--- src/rtl/jedro_1_alu_arb.sv ---
// jedro_1_alu_arb: round-robin arbiter sharing one jedro_1_alu between the
// execute stage (port 0) and the address/aux unit (port 1). A granted request
// is latched, issued to the ALU with a one-cycle pulse, and its result (or a
// timeout error) is returned to the owner as a one-cycle res_valid pulse.
module jedro_1_alu_arb #(
    parameter int DATA_WIDTH   = 32,
    parameter int ALU_OP_WIDTH = 4,
    parameter int TIMEOUT      = 15
) (
    input  logic                    clk_i,
    input  logic                    rst_i,

    input  logic                    req0_valid_i,
    output logic                    req0_ready_o,
    input  logic [ALU_OP_WIDTH-1:0] req0_op_i,
    input  logic [DATA_WIDTH-1:0]   req0_opa_i,
    input  logic [DATA_WIDTH-1:0]   req0_opb_i,
    output logic                    req0_res_valid_o,

    input  logic                    req1_valid_i,
    output logic                    req1_ready_o,
    input  logic [ALU_OP_WIDTH-1:0] req1_op_i,
    input  logic [DATA_WIDTH-1:0]   req1_opa_i,
    input  logic [DATA_WIDTH-1:0]   req1_opb_i,
    output logic                    req1_res_valid_o,

    output logic [DATA_WIDTH-1:0]   res_o,
    output logic                    res_err_o,

    output logic [ALU_OP_WIDTH-1:0] alu_op_sel_o,
    output logic [DATA_WIDTH-1:0]   alu_opa_o,
    output logic [DATA_WIDTH-1:0]   alu_opb_o,
    output logic                    alu_op_ready_o,
    input  logic [DATA_WIDTH-1:0]   alu_res_i,
    input  logic                    alu_res_ready_i
);

    // The counter only has to reach TIMEOUT-1 before the error response fires.
    localparam int CNT_W = (TIMEOUT > 1) ? $clog2(TIMEOUT) : 1;
    localparam logic [CNT_W-1:0] CNT_LAST = CNT_W'(TIMEOUT - 1);

    typedef enum logic [1:0] {
        IDLE  = 2'd0,
        ISSUE = 2'd1,
        WAIT  = 2'd2
    } state_t;

    state_t           state;
    logic             last_grant;  // port served most recently
    logic             owner;       // port that owns the in-flight operation
    logic             grant;       // port selected this cycle while IDLE
    logic [CNT_W-1:0] cnt;

    // Round-robin selection: a lone requester wins, a tie goes to the port not served last.
    always_comb begin
        // NOTE: every always_comb output gets a default first, so no path leaves it unassigned (no latch).
        grant = 1'b0;
        if (req0_valid_i && req1_valid_i) begin
            grant = ~last_grant;
        end else if (req1_valid_i) begin
            grant = 1'b1;
        end
    end

    assign req0_ready_o = (state == IDLE) && !grant && req0_valid_i;
    assign req1_ready_o = (state == IDLE) &&  grant && req1_valid_i;

    // Arbitration FSM: accept, issue, wait for the ALU, then return result or timeout error.
    always_ff @(posedge clk_i) begin
        if (rst_i) begin
            state            <= IDLE;
            last_grant       <= 1'b1;
            owner            <= 1'b0;
            cnt              <= '0;
            alu_op_sel_o     <= '0;
            alu_opa_o        <= '0;
            alu_opb_o        <= '0;
            alu_op_ready_o   <= 1'b0;
            res_o            <= '0;
            res_err_o        <= 1'b0;
            req0_res_valid_o <= 1'b0;
            req1_res_valid_o <= 1'b0;
        end else begin
            // NOTE: state uses non-blocking assignments so every register samples pre-edge values.
            // Pulse outputs default low and are raised only on the cycle they apply.
            alu_op_ready_o   <= 1'b0;
            res_err_o        <= 1'b0;
            req0_res_valid_o <= 1'b0;
            req1_res_valid_o <= 1'b0;

            case (state)
                IDLE: begin
                    if (req0_ready_o || req1_ready_o) begin
                        alu_op_sel_o   <= grant ? req1_op_i  : req0_op_i;
                        alu_opa_o      <= grant ? req1_opa_i : req0_opa_i;
                        alu_opb_o      <= grant ? req1_opb_i : req0_opb_i;
                        last_grant     <= grant;
                        owner          <= grant;
                        alu_op_ready_o <= 1'b1;  // high during the ISSUE cycle only
                        state          <= ISSUE;
                    end
                end
                ISSUE: begin
                    cnt   <= '0;
                    state <= WAIT;
                end
                WAIT: begin
                    cnt <= cnt + 1'b1;
                    // A result arriving on the last allowed cycle still beats the timeout.
                    if (alu_res_ready_i) begin
                        res_o            <= alu_res_i;
                        res_err_o        <= 1'b0;
                        req0_res_valid_o <= !owner;
                        req1_res_valid_o <= owner;
                        state            <= IDLE;
                    end else if (cnt == CNT_LAST) begin
                        res_o            <= '0;
                        res_err_o        <= 1'b1;
                        req0_res_valid_o <= !owner;
                        req1_res_valid_o <= owner;
                        state            <= IDLE;
                    end
                end
                default: state <= IDLE;
            endcase
        end
    end

endmodule

--- config.mk ---
export PLATFORM = sky130hd
export DESIGN_NAME = jedro_1_alu_arb
export DESIGN_NICKNAME = d
export VERILOG_FILES = /design/src/rtl/jedro_1_alu_arb.sv
export SDC_FILE = /design/constraint.sdc
export NUM_CORES = 1
export LEC_CHECK = 0
export ABC_AREA = 1
export CAP_MARGIN = 0
export CELL_PAD_IN_SITES_DETAIL_PLACEMENT = 0
export CELL_PAD_IN_SITES_GLOBAL_PLACEMENT = 2
export CORE_ASPECT_RATIO = 1.1
export CORE_MARGIN = 2
export CORE_UTILIZATION = 19
export CTS_BUF_LIST = sky130_fd_sc_hd__clkbuf_2 sky130_fd_sc_hd__clkbuf_4 sky130_fd_sc_hd__clkbuf_8
export DETAILED_ROUTE_END_ITERATION = 12
export PLACE_DENSITY = 0.89
export SYNTH_ARGS = -nofsm -noshare
export SYNTH_HDL_FRONTEND = slang
export SYNTH_SLANG_ARGS = --single-unit
export TNS_END_PERCENT = 20
--- constraint.sdc ---
create_clock -name clk_i -period 1.9 [get_ports clk_i]
set_input_delay 0.57 -clock clk_i [delete_from_list [all_inputs] [get_ports clk_i]]
set_output_delay 0.57 -clock clk_i [all_outputs]
set_load 0.01 [all_outputs]
==> Word level (Yosys, flattened, before mapping) <==
Index checks and enable logic that the tools add are counted.
{ "classes": {"n_reduce_logical": 17, "bitwise": 3, "eq_ne": 5, "n_addsub": 1, "mux": 18} }
{ "ops": {"columns": ["op", "count"], "rows": [
  ["2-to-1 mux 32 bit", 4],
  ["2-to-1 mux 1 bit", 8],
  ["case mux 4 bit (2 select lines)", 1],
  ["2-to-1 mux 2 bit", 3],
  ["case mux 2 bit (3 select lines)", 1],
  ["AND reduction 2 bit", 3],
  ["logical AND 1 bit", 5],
  ["adder 4 x 1 -> 4 bit, second input constant", 1],
  ["== test 4 bit, second input constant", 1],
  ["2-to-1 mux 4 bit", 1],
  ["nonzero test 2 bit", 2],
  ["OR reduction 2 bit", 2],
  ["inequality test 3 bit, second input constant", 1],
  ["inverter 1 bit", 3],
  ["OR reduction 3 bit", 1],
  ["== test 2 x 1 -> 1 bit, second input constant", 1],
  ["== test 2 bit, second input constant", 1],
  ["logical NOT 1 bit", 2],
  ["logical NOT 2 bit", 1],
  ["inequality test 2 x 1 -> 1 bit, second input constant", 1],
  ["logical OR 1 bit", 1]
]} }
{ "totals": {"wordCells": 56, "input_bits": 173, "register_bits": 112, "out_inout_bits": 106} }

==> Logic depth before layout (Yosys ltp) <==
{ "logic_depth": {"word_depth": 8, "ltp_mapped": 9, "mapped_depth_nobuf": 7} }

==> Worst setup path before layout <==
No wires, ideal clock.
{ "synth_timing": {"kind": "input to output", "startpoint": "input req1_valid_i", "endpoint": "output req0_ready_o", "required_time_ns": 1.330, "setup_slack_ns": 0.050, "stages": 4, "arrival_ns": 1.280, "path_buffers": 3, "cell_sequence": "buf_2 -> buf_2 -> buf_2 -> a21oi_1"} }
{ "synth_via": {"elab_chain_cells": 5, "elab_cells_between_ends": 6, "classes_between": "mux (2); reduce/logical (4)"} }
{ "synth_lines": {"columns": ["item", "line_no", "rtl"], "rows": [
  ["from (decl)", "20", "input logic req1_valid_i,"],
  ["2-to-1 mux 1 bit / logical AND 1 bit (equally long branches)", "60, 58", null],
  ["2-to-1 mux 1 bit *", "58", "if (req0_valid_i && req1_valid_i) begin"],
  ["logical NOT 1 bit *", "65", "assign req0_ready_o = (state == IDLE) && !grant && req0_valid_i;"],
  ["logical AND 1 bit * (2 in a row)", "65", null],
  ["to (decl)", "14", "output logic req0_ready_o,"]
]} }
Mark *: on every way between the ends. The rest lies on a longest branch, timed or not.

==> Final worst setup path <==
{ "layout_timing": {"startpoint": "register res_o[27]", "endpoint": "output res_o[27]"} }
{ "layout_lines": {"columns": ["item", "line_no", "rtl"], "rows": [
  ["from (decl)", "27", "output logic [DATA_WIDTH-1:0] res_o,"],
  ["from (signal assigned)", "111", "res_o <= alu_res_i;"]
]} }
No word-level cell between the ends.

==> flow_summary_export.csv <==
group,metric,value,unit
outcome,outcome,"finished clean",
detailed_routing,drcViolationCount,0,
power_and_ir_drop,clkPwrFrac,17.6,%
global_routing,overflow,0,
detailed_routing,wl_per_cell,14.5,um
global_routing,grt_usage,13.6,%
power_and_ir_drop,report.power.total,8.98,mW
job,maxCapViolations,0,
worst_setup_path,start_kind,"register",
power_and_ir_drop,p_comb_share,45.9,%
clocking,cts-root-buf,"clkbuf_8",
finish,utilization,33.2,%
power_and_ir_drop,power.switching,3.47,mW
worst_setup_path,path_buf_inv,1,
synthesis,yosys-top-cells-count,"nand2_1, nor2_1, dfxtp_1",
floorplan,io_pins,279,
synthesis,synth-edff-count,0,
synthesis,netlist.top_cell.by_area,"dfxtp_1",
worst_setup_path,worstSetupEndpointType,"primary output",
synthesis,syn_inst,732,
clocking,htree_levels,3,
power_and_ir_drop,ir_drop,0.385,mV
power_and_ir_drop,switching_share,38.6,%
sta,fmax,541,MHz
detailed_routing,drt-total-wl,19.6,mm
finish,drive_gt1_share,5.81,%
worst_setup_path,path_class,"register to primary output",
sta,min_period,1850,ps
clocking,path_clk_slew,110,ps
worst_setup_path,cp_max_fo,2,
finish,final_area,0.00844,mm2
global_routing,grt_max_degree,46,
synthesis,synth_cell_types,21,
global_routing,antenna_found_initial,1,
min_path,min_path_type,"register to register",
synthesis,synth.most_common_cell,"nand2_1",
floorplan,die_h,173,um
power_and_ir_drop,seqPwrFrac,36.5,%
synthesis,synth_top_cells_by_area,"dfxtp_1, nand2_1, nor2_1, nand3_1, o21ai_0",
worst_setup_path,path_cells,"clkdlybuf4s50_1",
detailed_routing,drt-vias-per-instance,4.13,
placed_design,gp_congestion,0.718,
synthesis,yosys_register_bits,112,
worst_setup_path,cp_slowest_stage_delay,540,ps
sta,tightest_slew,559,ps
finish,final-seq-area,0.00224,mm2
detailed_routing,drt-pass1-iter-count,4,
finish,final_nets,1173,
sta,slew_headroom,62.7,%
synthesis,syn-num-nets,911,
synthesis,yosysSeqAreaShare,45.5,%
sta,clock_skew,17.8,ps
clocking,cts_tree,"yes",
finish,area_growth,71.3,%
floorplan,die-area,0.0273,mm2
finish,multi_input_area,0.00240,mm2
detailed_routing,ant_nets,0,
sta,period_share,97.3,%
clocking,clk_latency,400,ps
clocking,postCtsHoldBufs,0,
synthesis,yosys_most_used_dff,"dfxtp_1",
synthesis,syn_avg_cell_area,6.73,um2
floorplan,core_area,0.0254,mm2
synthesis,syn_area,0.00493,mm2
placed_design,portBuffers,278,
synthesis,synth_top_area_share,45.5,%
sta,grt_setup_unrepaired,"false",
synthesis,async_reset_ff_share,0,%
finish,nFillCells,2799,
power_and_ir_drop,power_density,1060,mW/mm2
detailed_routing,vias,5562,
floorplan,floorplan.initialDensity,19.4,%
synthesis,yosys_warnings,0,
global_routing,grt_pass1_wl,29.0,mm
worst_setup_path,critPathSlowestCell,"clkdlybuf4s50_1",
worst_setup_path,worst-endpoint-required,1330,ps
detailed_routing,dr.first_iter.drc_count,223,
clocking,clk_path_buf_depth,2,
clocking,cts_buffers,9,
floorplan,die_w,158,um
floorplan,num_rows,61,
clocking,post_cts_buffers,0,
worst_setup_path,arrival,1280,ps
placed_design,placed_area,0.00820,mm2
power_and_ir_drop,leakage,4.20,nW
worst_setup_path,cpLargestDelayFamily,"buffers and inverters",
sta,maxSlewViolCount,0,
power_and_ir_drop,internal-power,5.51,mW
sta,tns,0,ps
sta,hold_viol,0,
global_routing,grt_pass1_vias,5245,
placed_design,dpl.hpwl,14.0,mm
clocking,cts_sinks,112,
sta,setup_viol,0,
repair_timing:
item / 4_1_cts / 5_1_grt
pin swaps: 1 / 0
gates resized for setup: 63 / 36
endpoints found under the setup margin: 52 / 36
cell families after synthesis:
group	synth area share, %
adders and majority gates	1.52
AOI/OAI and AO/OA	11.0
and+or+nand+nor	35.7
DFF	45.5
buffers and inverters	6.14
xor gates and xnor gates	0.178
registers in the layout, indices dropped and copies added (netlist names):
signal and count:
alu_opa_o 32, alu_opb_o 32, res_o 32, alu_op_sel_o 4, cnt 4, state 2, alu_op_ready_o 1, last_grant 1
owner 1, req0_res_valid_o 1, req1_res_valid_o 1, res_err_o 1
power by group through the flow:
stage	Sequential [mW]	Clock (mW)	Combinational, mW
2_1_floorplan	3.59	0	1.69
3_3_place_gp	3.32	0	4.43
3_5_place_dp	3.33	0	4.42
4_1_cts	3.29	1.68	4.25
5_1_grt	3.35	1.76	4.55
6_report	3.27	1.58	4.12
stage by stage:
stage          std cells  hold WS (ps)  setup WS (ps)
2_1_floorplan        732           413           49.5
3_3_place_gp        1329           430           -490
3_5_place_dp        1329           434           -507
4_1_cts             1345           455          -18.8
5_1_grt             1345           476          0.857
6_report            1346           458           51.8
layer usage:
metal	track usage [%]	vias to the layer above	routed length (um)
met5	0	-	0
met4	4.36	0	374
met3	3.78	22	1510
met2	23.2	197	9190
met1	16.5	2484	8490
li1	-	2859	-
worst paths after layout:
path / slack, ps / start / end / cells after the start
max reg2reg: 300 / last_grant / alu_opa_o[10] / 7
min reg2reg: 460 / owner / req0_res_valid_o / 1
max: 50 / res_o[27] / res_o[27] / 1
min: 460 / owner / req0_res_valid_o / 1
area by class of cell:
class | count | share of cell area [%]
Sequential cell | 112 | 26.6
Antenna cell | 1 | 0.0296
Timing Repair Buffer | 305 | 36.8
Inverter | 12 | 0.533
Multi-Input combinational cell | 554 | 28.4
Tap cell | 346 | 5.13
Clock buffer | 9 | 1.47
Clock inverter | 7 | 1.04
layout by cell type, fill, tap and decap left out, types with 2 or more instances in the layout:
cell,n
o21ai_1,4
dlygate4sd2_1,50
nand2_2,4
nand2_1,210
dlymetal6s2s_1,34
clkbuf_8,9
nand3_1,76
nor2_1,145
buf_4,18
ha_1,5
inv_2,4
inv_8,3
dfxtp_2,2
clkinvlp_4,2
a21oi_1,39
inv_1,8
buf_12,9
clkdlybuf4s50_1,191
buf_2,3
o21ai_0,65
dfxtp_1,110
No activity file was read; power rests on OpenSTA's default activity.
